## config.mk

```make
export PLATFORM = sky130hd
export DESIGN_NAME = demux_l1_sched
export DESIGN_NICKNAME = d
export VERILOG_FILES = /design/src/rtl/demux_l1_sched_pkg.sv /design/src/rtl/demux_l1_sched_rr_pick.sv /design/src/rtl/demux_l1_sched.sv
export SDC_FILE = /design/constraint.sdc
export NUM_CORES = 1
export LEC_CHECK = 0
export CORE_MARGIN = 3
export CORE_UTILIZATION = 50
export DETAILED_ROUTE_END_ITERATION = 10
export PLACE_DENSITY_LB_ADDON = 0.1
export SETUP_SLACK_MARGIN = 0.2
export SLEW_MARGIN = 10
export SYNTH_ARGS = -nofsm -noshare
export SYNTH_HDL_FRONTEND = slang
export SYNTH_SLANG_ARGS = --single-unit
```

## constraint.sdc

```tcl
create_clock -name clk -period 2.76 [get_ports clk]
set_input_delay 0.276 -clock clk [delete_from_list [all_inputs] [get_ports clk]]
set_output_delay 0.276 -clock clk [all_outputs]
set_load 0.01 [all_outputs]
```

## src/rtl/demux_l1_sched_pkg.sv

```systemverilog
// demux_l1_sched_pkg: shared state encodings and lane constants for the demux L1 scheduler
package demux_l1_sched_pkg;
  typedef enum logic [1:0] {S_IDLE = 2'd0, S_ACTIVE = 2'd1, S_STALL = 2'd2} state_t;
  localparam int NUM_LANES = 4;
  localparam int SEL_W = 2;
endpackage

```

## src/rtl/demux_l1_sched_rr_pick.sv

```systemverilog
// rr_pick: first non-full lane scanning from ptr upward (mod 4)
//   ptr in 2, almost_full in 4, lane out 2, found out 1 (any lane free)
module rr_pick
  import demux_l1_sched_pkg::*;
(
  input  logic [SEL_W-1:0]     ptr,
  input  logic [NUM_LANES-1:0] almost_full,
  output logic [SEL_W-1:0]     lane,
  output logic                 found
);
  logic [2*NUM_LANES-1:0] dbl;
  logic [NUM_LANES-1:0] rot;
  logic [SEL_W-1:0] off;
  always_comb begin
    dbl = {almost_full, almost_full};
    rot = dbl[ptr +: NUM_LANES];
    off = !rot[0] ? 2'd0 : !rot[1] ? 2'd1 : !rot[2] ? 2'd2 : 2'd3;
    lane = ptr + off;
    found = ~&almost_full;
  end
endmodule

```

## src/rtl/demux_l1_sched.sv

```systemverilog
// demux_l1_sched: round-robin scheduler feeding the 1->2->4 byte demux tree, skipping full lanes
//   in : clk, reset_L (sync active-low), enable, valid_in, data_in[DATA_W], almost_full[4]
//   out: selector_out[2], valid_out, data_out[DATA_W], pause, err_drop (sticky), state_out[2]
//   DEMUX_SCHED_STATS_EN adds cnt_lane0..cnt_lane3 (saturating per-lane emit counters)
module demux_l1_sched
  import demux_l1_sched_pkg::*;
#(
  parameter int DATA_W   = 8,
  parameter int RR_START = 0
) (
  input  logic                 clk,
  input  logic                 reset_L,
  input  logic                 enable,
  input  logic                 valid_in,
  input  logic [DATA_W-1:0]    data_in,
  input  logic [NUM_LANES-1:0] almost_full,
  output logic [SEL_W-1:0]     selector_out,
  output logic                 valid_out,
  output logic [DATA_W-1:0]    data_out,
  output logic                 pause,
  output logic                 err_drop,
  output logic [1:0]           state_out
`ifdef DEMUX_SCHED_STATS_EN
  ,
  output logic [7:0]           cnt_lane0,
  output logic [7:0]           cnt_lane1,
  output logic [7:0]           cnt_lane2,
  output logic [7:0]           cnt_lane3
`endif
);
  localparam logic [SEL_W-1:0] PTR_RST = SEL_W'(RR_START);
  state_t state, nxt;
  logic [SEL_W-1:0] ptr, lane;
  logic [DATA_W-1:0] hold, word;
  logic found, emit, cap, drop;
  rr_pick u_pick (.ptr(ptr), .almost_full(almost_full), .lane(lane), .found(found));
  always_ff @(posedge clk)
    state <= !reset_L ? S_IDLE : nxt;
  always_comb begin
    nxt = S_IDLE;
    emit = 1'b0;
    cap = 1'b0;
    drop = 1'b0;
    word = data_in;
    case (state)
      S_IDLE: begin
        nxt = enable ? S_ACTIVE : S_IDLE;
        drop = valid_in;
      end
      S_ACTIVE: begin
        emit = valid_in & found;
        cap = valid_in & ~found;
        nxt = cap ? S_STALL : enable ? S_ACTIVE : S_IDLE;
      end
      S_STALL: begin
        emit = found;
        word = hold;
        drop = valid_in;
        nxt = !found ? S_STALL : enable ? S_ACTIVE : S_IDLE;
      end
      default: nxt = S_IDLE;
    endcase
  end
  always_ff @(posedge clk) begin
    if (!reset_L) begin
      ptr <= PTR_RST;
      selector_out <= '0;
      valid_out <= 1'b0;
      data_out <= '0;
      pause <= 1'b0;
      err_drop <= 1'b0;
      hold <= '0;
    end else begin
      ptr <= emit ? lane + 1'b1 : ptr;
      selector_out <= emit ? lane : selector_out;
      valid_out <= emit;
      data_out <= emit ? word : '0;
      pause <= nxt == S_STALL;
      err_drop <= err_drop | drop;
      hold <= cap ? data_in : hold;
    end
  end
  assign state_out = state;
`ifdef DEMUX_SCHED_STATS_EN
  logic [7:0] cnt [NUM_LANES];
  always_ff @(posedge clk) begin
    for (int i = 0; i < NUM_LANES; i++)
      cnt[i] <= !reset_L ? 8'd0 : (emit && lane == SEL_W'(i) && cnt[i] != 8'hFF) ? cnt[i] + 8'd1 : cnt[i];
  end
  assign cnt_lane0 = cnt[0];
  assign cnt_lane1 = cnt[1];
  assign cnt_lane2 = cnt[2];
  assign cnt_lane3 = cnt[3];
`endif
endmodule
```

## Word-level counts from Yosys, hierarchy flattened

Index checks and enable logic that the tools add are counted.

- Output and inout bits: 15
- Logic and storage cells: 33
- Register bits after elaboration: 25
- Input port bits: 16

- Mux-type cells: 11
- Add/subtract/negate cells: 2
- Shift operators: 1
- Equal/unequal tests: 3
- Reduce and logical (&&, ||, !) cells: 5
- Bitwise gates (word level): 3

Operator list:

| operator | count |
|---|---|
| $mux 2 | 4 |
| $mux 8 | 1 |
| $shiftx 8x3->3 | 1 |
| $pmux 2 s3 | 1 |
| $eq 2x2->1 const B | 2 |
| $mux 1 | 4 |
| $reduce_and 4->1 | 1 |
| $add 2x1->2 const B | 1 |
| $add 2x2->2 | 1 |
| $and 1x1->1 | 2 |
| $eq 2x1->1 const B | 1 |
| $logic_not 2->1 | 1 |
| $pmux 1 s2 | 1 |
| $reduce_and 2->1 | 1 |
| $reduce_or 2->1 | 1 |
| $logic_not 1->1 | 1 |
| $or 1x1->1 | 1 |

## Depth between registers and ports, before layout

Gate-level depths: netlist of the first run.

- Word-level depth: 6
- Depth in mapped cells: 10
- Mapped depth without buffers: 9

## Modules after synthesis

Synthesis of the first run repeated with hierarchy kept, for this count alone.

- Cell total of the unflattened synthesis: 114
- Area total of the unflattened synthesis: 1128.6 um^2

By module, submodules not included:

| module | instances | cells an instance | area each (um^2) |
|---|---|---|---|
| demux_l1_sched | 1 | 97 | 1004.7 |
| rr_pick | 1 | 17 | 123.9 |

## Worst setup path before layout of the first run

Ideal clock, no wire load.

- Path kind: flip-flop to flip-flop
- From: reg ptr[0]
- To: reg ptr[1]
- Library setup time: 0.118 ns
- Cell stages (with the launch flop): 11
- Buffers on the path: 1
- Clock period less this slack: 1.686 ns
- Setup slack: 1.074 ns
- Required time: 2.642 ns
- Data arrival time: 1.568 ns
- Cell sequence: dfxtp_1 > buf_2 > nor2_1 > o2bb2ai_1 > nand2_1 > o211ai_1 > ha_1 > xnor2_1 > xnor2_1 > nand2_1 > mux2i_1

- Word-level cells in the longest chain between the ends: 6

RTL lines:

| element | RTL line | source |
|---|---|---|
| start: declaration | demux_l1_sched.sv:33 | `logic [SEL_W-1:0] ptr, lane;` |
| start signal: assignment | demux_l1_sched.sv:74 | `ptr <= emit ? lane + 1'b1 : ptr;` |
| $shiftx 8x3->3 | demux_l1_sched_rr_pick.sv:16 | `rot = dbl[ptr +: NUM_LANES];` |
| $mux 1 | demux_l1_sched_rr_pick.sv:17 | `off = !rot[0] ? 2'd0 : !rot[1] ? 2'd1 : !rot[2] ? 2'd2 : 2'd3;` |
| $mux 2 (2 in series) | demux_l1_sched_rr_pick.sv:17 |  |
| $add 2x2->2 (*) | demux_l1_sched_rr_pick.sv:18 | `lane = ptr + off;` |
| named net lane[0] | demux_l1_sched.sv:33 |  |
| $add 2x1->2 (*) | demux_l1_sched.sv:74 |  |

The timed path passes the listed nets; every way through them passes the cells marked *.
A chain may end at the register's enable or synchronous reset.

## Worst setup path in the final report of the first run

- From: reg state[0], in the netlist state_out[0]
- To: reg data_out[3]

- Word-level cells in the longest chain between the ends: 3

RTL lines:

| element | RTL line | source |
|---|---|---|
| start: declaration | demux_l1_sched.sv:32 | `state_t state, nxt;` |
| start signal: assignment | demux_l1_sched.sv:38 | `state <= !reset_L ? S_IDLE : nxt;` |
| $eq 2x2->1 or $eq 2x1->1 (tied branches) | demux_l1_sched.sv:45 | `case (state)` |
| $pmux 1 s2 | demux_l1_sched.sv:45 |  |
| $reduce_and 2->1 (no source line) | -- |  |
| end signal: assignment | demux_l1_sched.sv:77 | `data_out <= emit ? word : '0;` |
| end: declaration | demux_l1_sched.sv:19 | `output logic [DATA_W-1:0] data_out,` |

Several ways; a longest one is shown, not always the timed one.

==> results of run 1 <==
==> critical path: cells and delay by family (launching register included) <==
| family | cells | cell delay, ns |
|---|---|---|
| and+or+nand+nor | 3 | 0.76 |
| adders and majority gates | 1 | 0.52 |
| DFF | 1 | 0.36 |
| AOI/OAI and AO/OA | 1 | 0.14 |
| buffers and inverters | 1 | 0.09 |
==> placed cells by master, fill, tap and decap left out, drive strengths merged <==
cell,count
nand4,3
and4,1
nor2b,10
dfxtp,25
o211ai,2
o21ai,3
clkbuf,3
a21oi,4
nor2,13
nor3,1
o21a,2
inv,3
xnor2,4
and2,1
clkinv,1
mux2i,19
nand2,6
nand4b,2
ha,5
clkdlybuf4s50,30
nand4bb,1
nand2b,2
and3,1
o2bb2ai,1
==> path summary, 6_finish.rpt <==
kind | to | slack, ns | cells after the start
min | err_drop | 0.49 | 1
max reg2reg | data_out[3] | 0.84 | 6
max | data_out[3] | 0.84 | 6
min reg2reg | err_drop | 0.49 | 1
==> flip-flops by register name, summed over array words and instances (netlist names) <==
signal / flops
data_out: 8
hold: 8
ptr: 2
selector_out: 2
state_out: 2
err_drop: 1
pause: 1
valid_out: 1
==> power by group <==
part	internal (µW)	switching, µW
registers	365	3.26
logic	41.1	29.5
clock network	54.1	103
==> Yosys cell counts, types with 2 or more instances <==
cell type,instances,share of area (%)
a21oi_1,4,1.8
buf_2,2,0.88
dfxtp_1,25,44
ha_1,5,5.5
inv_1,3,0.99
mux2i_1,19,17
nand2_1,6,2.0
nand2b_1,2,1.1
nand4_1,3,1.6
nand4b_1,2,1.5
nor2_1,12,3.9
nor2b_1,10,5.5
o211ai_1,2,1.3
o21a_1,2,1.3
o21ai_0,2,0.88
xnor2_1,4,3.1
==> metal layers <==
metal | vias up | routed length (µm)
met1 | 399 | 1030
li1 | 449 | -
met2 | 15 | 986
met3 | 2 | 86
met5 | - | 0
met4 | 0 | 12
==> stage by stage <==
| step | total power [µW] | utilization (%) | cells | instance area [µm²] | hold slack [ns] |
|---|---|---|---|---|---|
| after detailed placement | 447 | 69.6 | 166 | 1440 | 0.466 |
| final | 596 | 70.9 | 170 | 1460 | 0.495 |
| after global placement | 444 | 69.6 | 166 | 1440 | 0.456 |
| after CTS | 602 | 70.9 | 170 | 1460 | 0.496 |
| after global routing | 623 | 70.9 | 170 | 1460 | 0.512 |
| after floorplan | 408 | - | 114 | 1140 | 0.404 |
==> final cells by class <==
cell class,instances,area share (%)
Multi-Input combinational cell,81,40.3
Sequential cell,25,34.2
Timing Repair Buffer,30,20.5
Tap cell,27,2.31
Clock buffer,3,1.54
Inverter,3,0.770
Clock inverter,1,0.342
==> kinds of logic after synthesis <==
group	share of synthesized area, %
and+or+nand+nor	19.9
DFF	43.8
muxes	16.6
AOI/OAI and AO/OA	6.46
buffers and inverters	4.60
adders and majority gates	5.48
xor gates and xnor gates	3.07
==> metrics, run 1 <==
Clk Latency, worst-skew pair 0.31 ns; die area 2890 µm²; CTS tree yes; via count 865; PD cells 407 nW/µm²; Pins Over Slew Limit 0; critical path capture point type flop; Reg clk slew, reported paths 0.13 ns; Async SR Flop Fraction 0%; IR Drop Worst-Case VDD 364 µV; Post-CTS Hold Buffers 0; Setup violations, final 0; pre-CTS WS 0.528 ns; first-pass detailed-route iteration total 4; Starting Density 55.4%; startpoint class of the critical path flop; Final GP Congestion 0.837; Final WS setup 0.839 ns; IO Pins 31; Hold Crit Start err_drop; met2 Resource Use GR 26.2%; period utilisation layout 69.6%; Register Area 500 µm²; Multi-input gate area 589 µm²; fill count 155; post-CTS setup repair buffer count 0; GRT Residual Overflow 0; dpl hpwl 1570 µm; Worst-Margin Slew 0.560 ns; clk root buf clkbuf_4; Syn Area/Cell 10.0 µm²; max_cap viols 0; post-cts resize count 0; GR Util met3 2.49%; layout cells sized above 1 4.20%; Yosys cell types 27; setup tns final 0 ns; Final min period 1.92 ns; Post-DRT Antenna Nets 0; floorplan core area 2060 µm²; hold crit path type reg -> reg; largest net degree at the start of global routing 17; worst setup path startpoint state_out[0]; # rows 16; final net count 165; crit path DAT 2.17 ns; CP Cell Sequence inv_1 > ha_1 > a21oi_1 > nor2_2 > nand2_1 > nor2_1; CTS Buf Count 3; met1 Use GR 21.4%; initial antenna violation count 0; RSZ-0062 raised after global routing false; depth of the CTS H-tree 1; post-synthesis instance area 1140 µm²; Routed WL 2120 µm; worst relative slew slack 62.7%; CP max stage delay 0.52 ns; syn_nets 135; die height 53.8 µm; cells after synthesis 114; initial drt markers 6; Final Skew 0.00592 ns; P_leak 0.000507 µW; Hold Vio Cnt, Final 0; top achievable clock speed 521 MHz; worst path required time 3.01 ns; clock sink count 25; Synthesis Warnings 0; Vias per Instance 5.09; CP Max Fanout 11; status completed; sequential-to-total area share from yosys stat 43.8%; Top Usage Layer GRT met2; Post-synth EDFFs 0; CP max stage cell ha_1; Die Width 53.8 µm; antenna cells 0; P&R area growth vs syn 28.0%; vias in the first global route 782; top_reg_cell synth dfxtp_1; CTS max path bufs 2; Port Buffers 30; Total GRT Usage 16.4%; DRC 0; WS Path Type reg -> reg; routed length per instance 12.5 µm; wire length of the first global-routing pass 3460 µm; Crit Reg-Reg Startpoint state_out[0]; Seq cells post-synth 25
Note: power is estimated with default switching activity, not from simulation.
==> run 2, diff against run 1 <==
--- a/config.mk
+++ b/config.mk
@@ -6,7 +6,7 @@
 export NUM_CORES = 1
 export LEC_CHECK = 0
 export CORE_MARGIN = 3
-export CORE_UTILIZATION = 50
+export CORE_UTILIZATION = 47
 export DETAILED_ROUTE_END_ITERATION = 10
 export PLACE_DENSITY_LB_ADDON = 0.1
 export SETUP_SLACK_MARGIN = 0.2
==> constraint.sdc (replaced) <==
create_clock -name clk -period 1.8 [get_ports clk]
set_input_delay 0.18 -clock clk [delete_from_list [all_inputs] [get_ports clk]]
set_output_delay 0.18 -clock clk [all_outputs]
set_load 0.01 [all_outputs]
==> run 2 against run 1 <==
  * Register-to-register slack got worse by 0.70 ns
  * Worst setup slack got worse by 0.70 ns
  * Clock skew about the same
  * Clock power grew 73%
  * Sequential cell count unchanged
  * Critical endpoint is now ptr[1]
  * Highest routed layer unchanged
  * Wire length is 15% higher
==> metrics, run 2 (synthesis results as in run 1) <==
Multi-input gate area 626 µm²; antenna cells 0; fin area 1580 µm²; depth of the CTS H-tree 1; Final Skew 0.00636 ns; Final GP Congestion 0.812; Reg2Reg Depth 9; crit path DAT 1.91 ns; floorplan core area 2250 µm²; IR Drop Worst-Case VDD 589 µV; Largest regs data_out: 8 flops, hold: 8 flops; Final min period 1.66 ns; startpoint class of the critical path flop; CP max stage cell dfxtp_4; P_leak 0.000588 µW; initial antenna violation count 0; CTS Buf Count 3; Setup violations, final 0; commonest non-fill, non-tap cell in the layout clkdlybuf4s50_1; Stages on worst setup path 9; Worst-Margin Slew 0.325 ns; R2R Path End ptr[1]; wire length of the first global-routing pass 4370 µm; Port Buffers 30; first-pass detailed-route iteration total 4; # rows 17; hold crit path type in -> reg; period utilisation layout 92.1%; P&R area growth vs syn 38.7%; die height 55.3 µm; final non-filler cell total 180; Total GRT Usage 17.3%; most used cell, CP nand2_1; DRC 0; most frequent cells in the layout clkdlybuf4s50_1 (27), dfxtp_1 (23), mux2i_1 (19), nor2_1 (10), nor2b_1 (10); via count 935; final net count 174; PD cells 607 nW/µm²; total power 962 µW; Inst Count DP 175; CTS tree yes; Die Width 55.3 µm; Hold Crit Depth 3; reg2reg setup slack 0.14 ns; GRT Residual Overflow 0; die area 3060 µm²; CP Max Fanout 6; Post-CTS Hold Buffers 0; RSZ-0062 raised after global routing true; Reg clk slew, reported paths 0.14 ns; Clk Latency, worst-skew pair 0.32 ns; Hold Path End state_out[1]; Routed WL 2430 µm; routed length per instance 13.5 µm; dpl hpwl 1770 µm; vias in the first global route 985; CTS max path bufs 2; Pins Over Slew Limit 0; final hold slack 0.305 ns; WS Path Type reg -> reg; Crit Reg-Reg Startpoint ptr[0]; fill count 190; layout cells sized above 1 15.8%; Post-DRT Antenna Nets 0; worst relative slew slack 78.3%; clk root buf clkbuf_4; CP top delay family flip-flops; Hold Vio Cnt, Final 0; Vias per Instance 5.19; CP max stage delay 0.40 ns; setup tns final 0 ns; Starting Density 50.7%; max_cap viols 0; CP Cell Sequence nor2_4 > o2bb2ai_2 > nand2_1 > o211ai_1 > ha_2 > xnor2_2 > xnor2_1 > nand2_1 > mux2i_1; Area after DPL 1500 µm²; top achievable clock speed 603 MHz; IO Pins 31; critical path capture point type flop; initial drt markers 16; Hold Crit Start almost_full[0]; WP buf/inv 0; worst path required time 2.06 ns; largest net degree at the start of global routing 17; status completed; clock sink count 25; Register Area 505 µm²
-- run 2: changes by cell type in the layout (fill, tap and decap cells not counted), sizes merged --
cell           delta
clkinv            -1
dlymetal6s2s      +3
clkdlybuf4s50     -3
buf               +9
inv               +1
-- run 2: area by class of cell --
type,instances,share of cell area [%]
multi-input combinational,81,39.5
sequential,25,31.9
timing repair buffer,39,23.7
tap,28,2.21
clock buffer,3,1.42
inverter,3,0.711
clock inverter,1,0.553
-- run 2: worst max-delay path by stage --
stage                         from     end
finish                      ptr[0]  ptr[1]
CTS                         ptr[0]  ptr[1]
global placement    almost_full[3]  ptr[1]
global route                ptr[0]  ptr[1]
floorplan                   ptr[1]  ptr[1]
detailed placement  almost_full[3]  ptr[1]
-- run 2: repair_timing --
item | 4_1_cts | 5_1_grt
pin swaps | 3 | 6
gates resized for setup | 3 | 11
setup endpoints to repair | 1 | 2
setup buffers | 1 | 0
-- run 2: through the flow --
stage | setup WS [ns] | util, %
3_3_place_gp | -0.141 | 66.4
5_1_grt | 0.0475 | 70.3
2_1_floorplan | 0.158 | -
6_report | 0.143 | 70.3
4_1_cts | 0.166 | 68.6
3_5_place_dp | -0.209 | 66.4
-- run 2: power breakdown --
part / switching, µW / internal [µW] / total (µW)
Sequential: 4.63 / 558 / 563
Clock: 180 / 90.4 / 271
Combinational: 52.6 / 75.2 / 128
-- run 2: worst reg2reg max path: stages, from the launching register on --
cell and delay (ns):
dfxtp_4 0.40, nor2_4 0.12, o2bb2ai_2 0.10, nand2_1 0.05, o211ai_1 0.10, ha_2 0.32, xnor2_2 0.14, xnor2_1 0.12
nand2_1 0.08, mux2i_1 0.17
-- run 2: layer usage --
metal | track usage [%] | wire length (µm)
met4 | 7.29 | 34
met5 | 0 | 0
met3 | 3.50 | 79
met1 | 21.1 | 1050
met2 | 29.4 | 1270
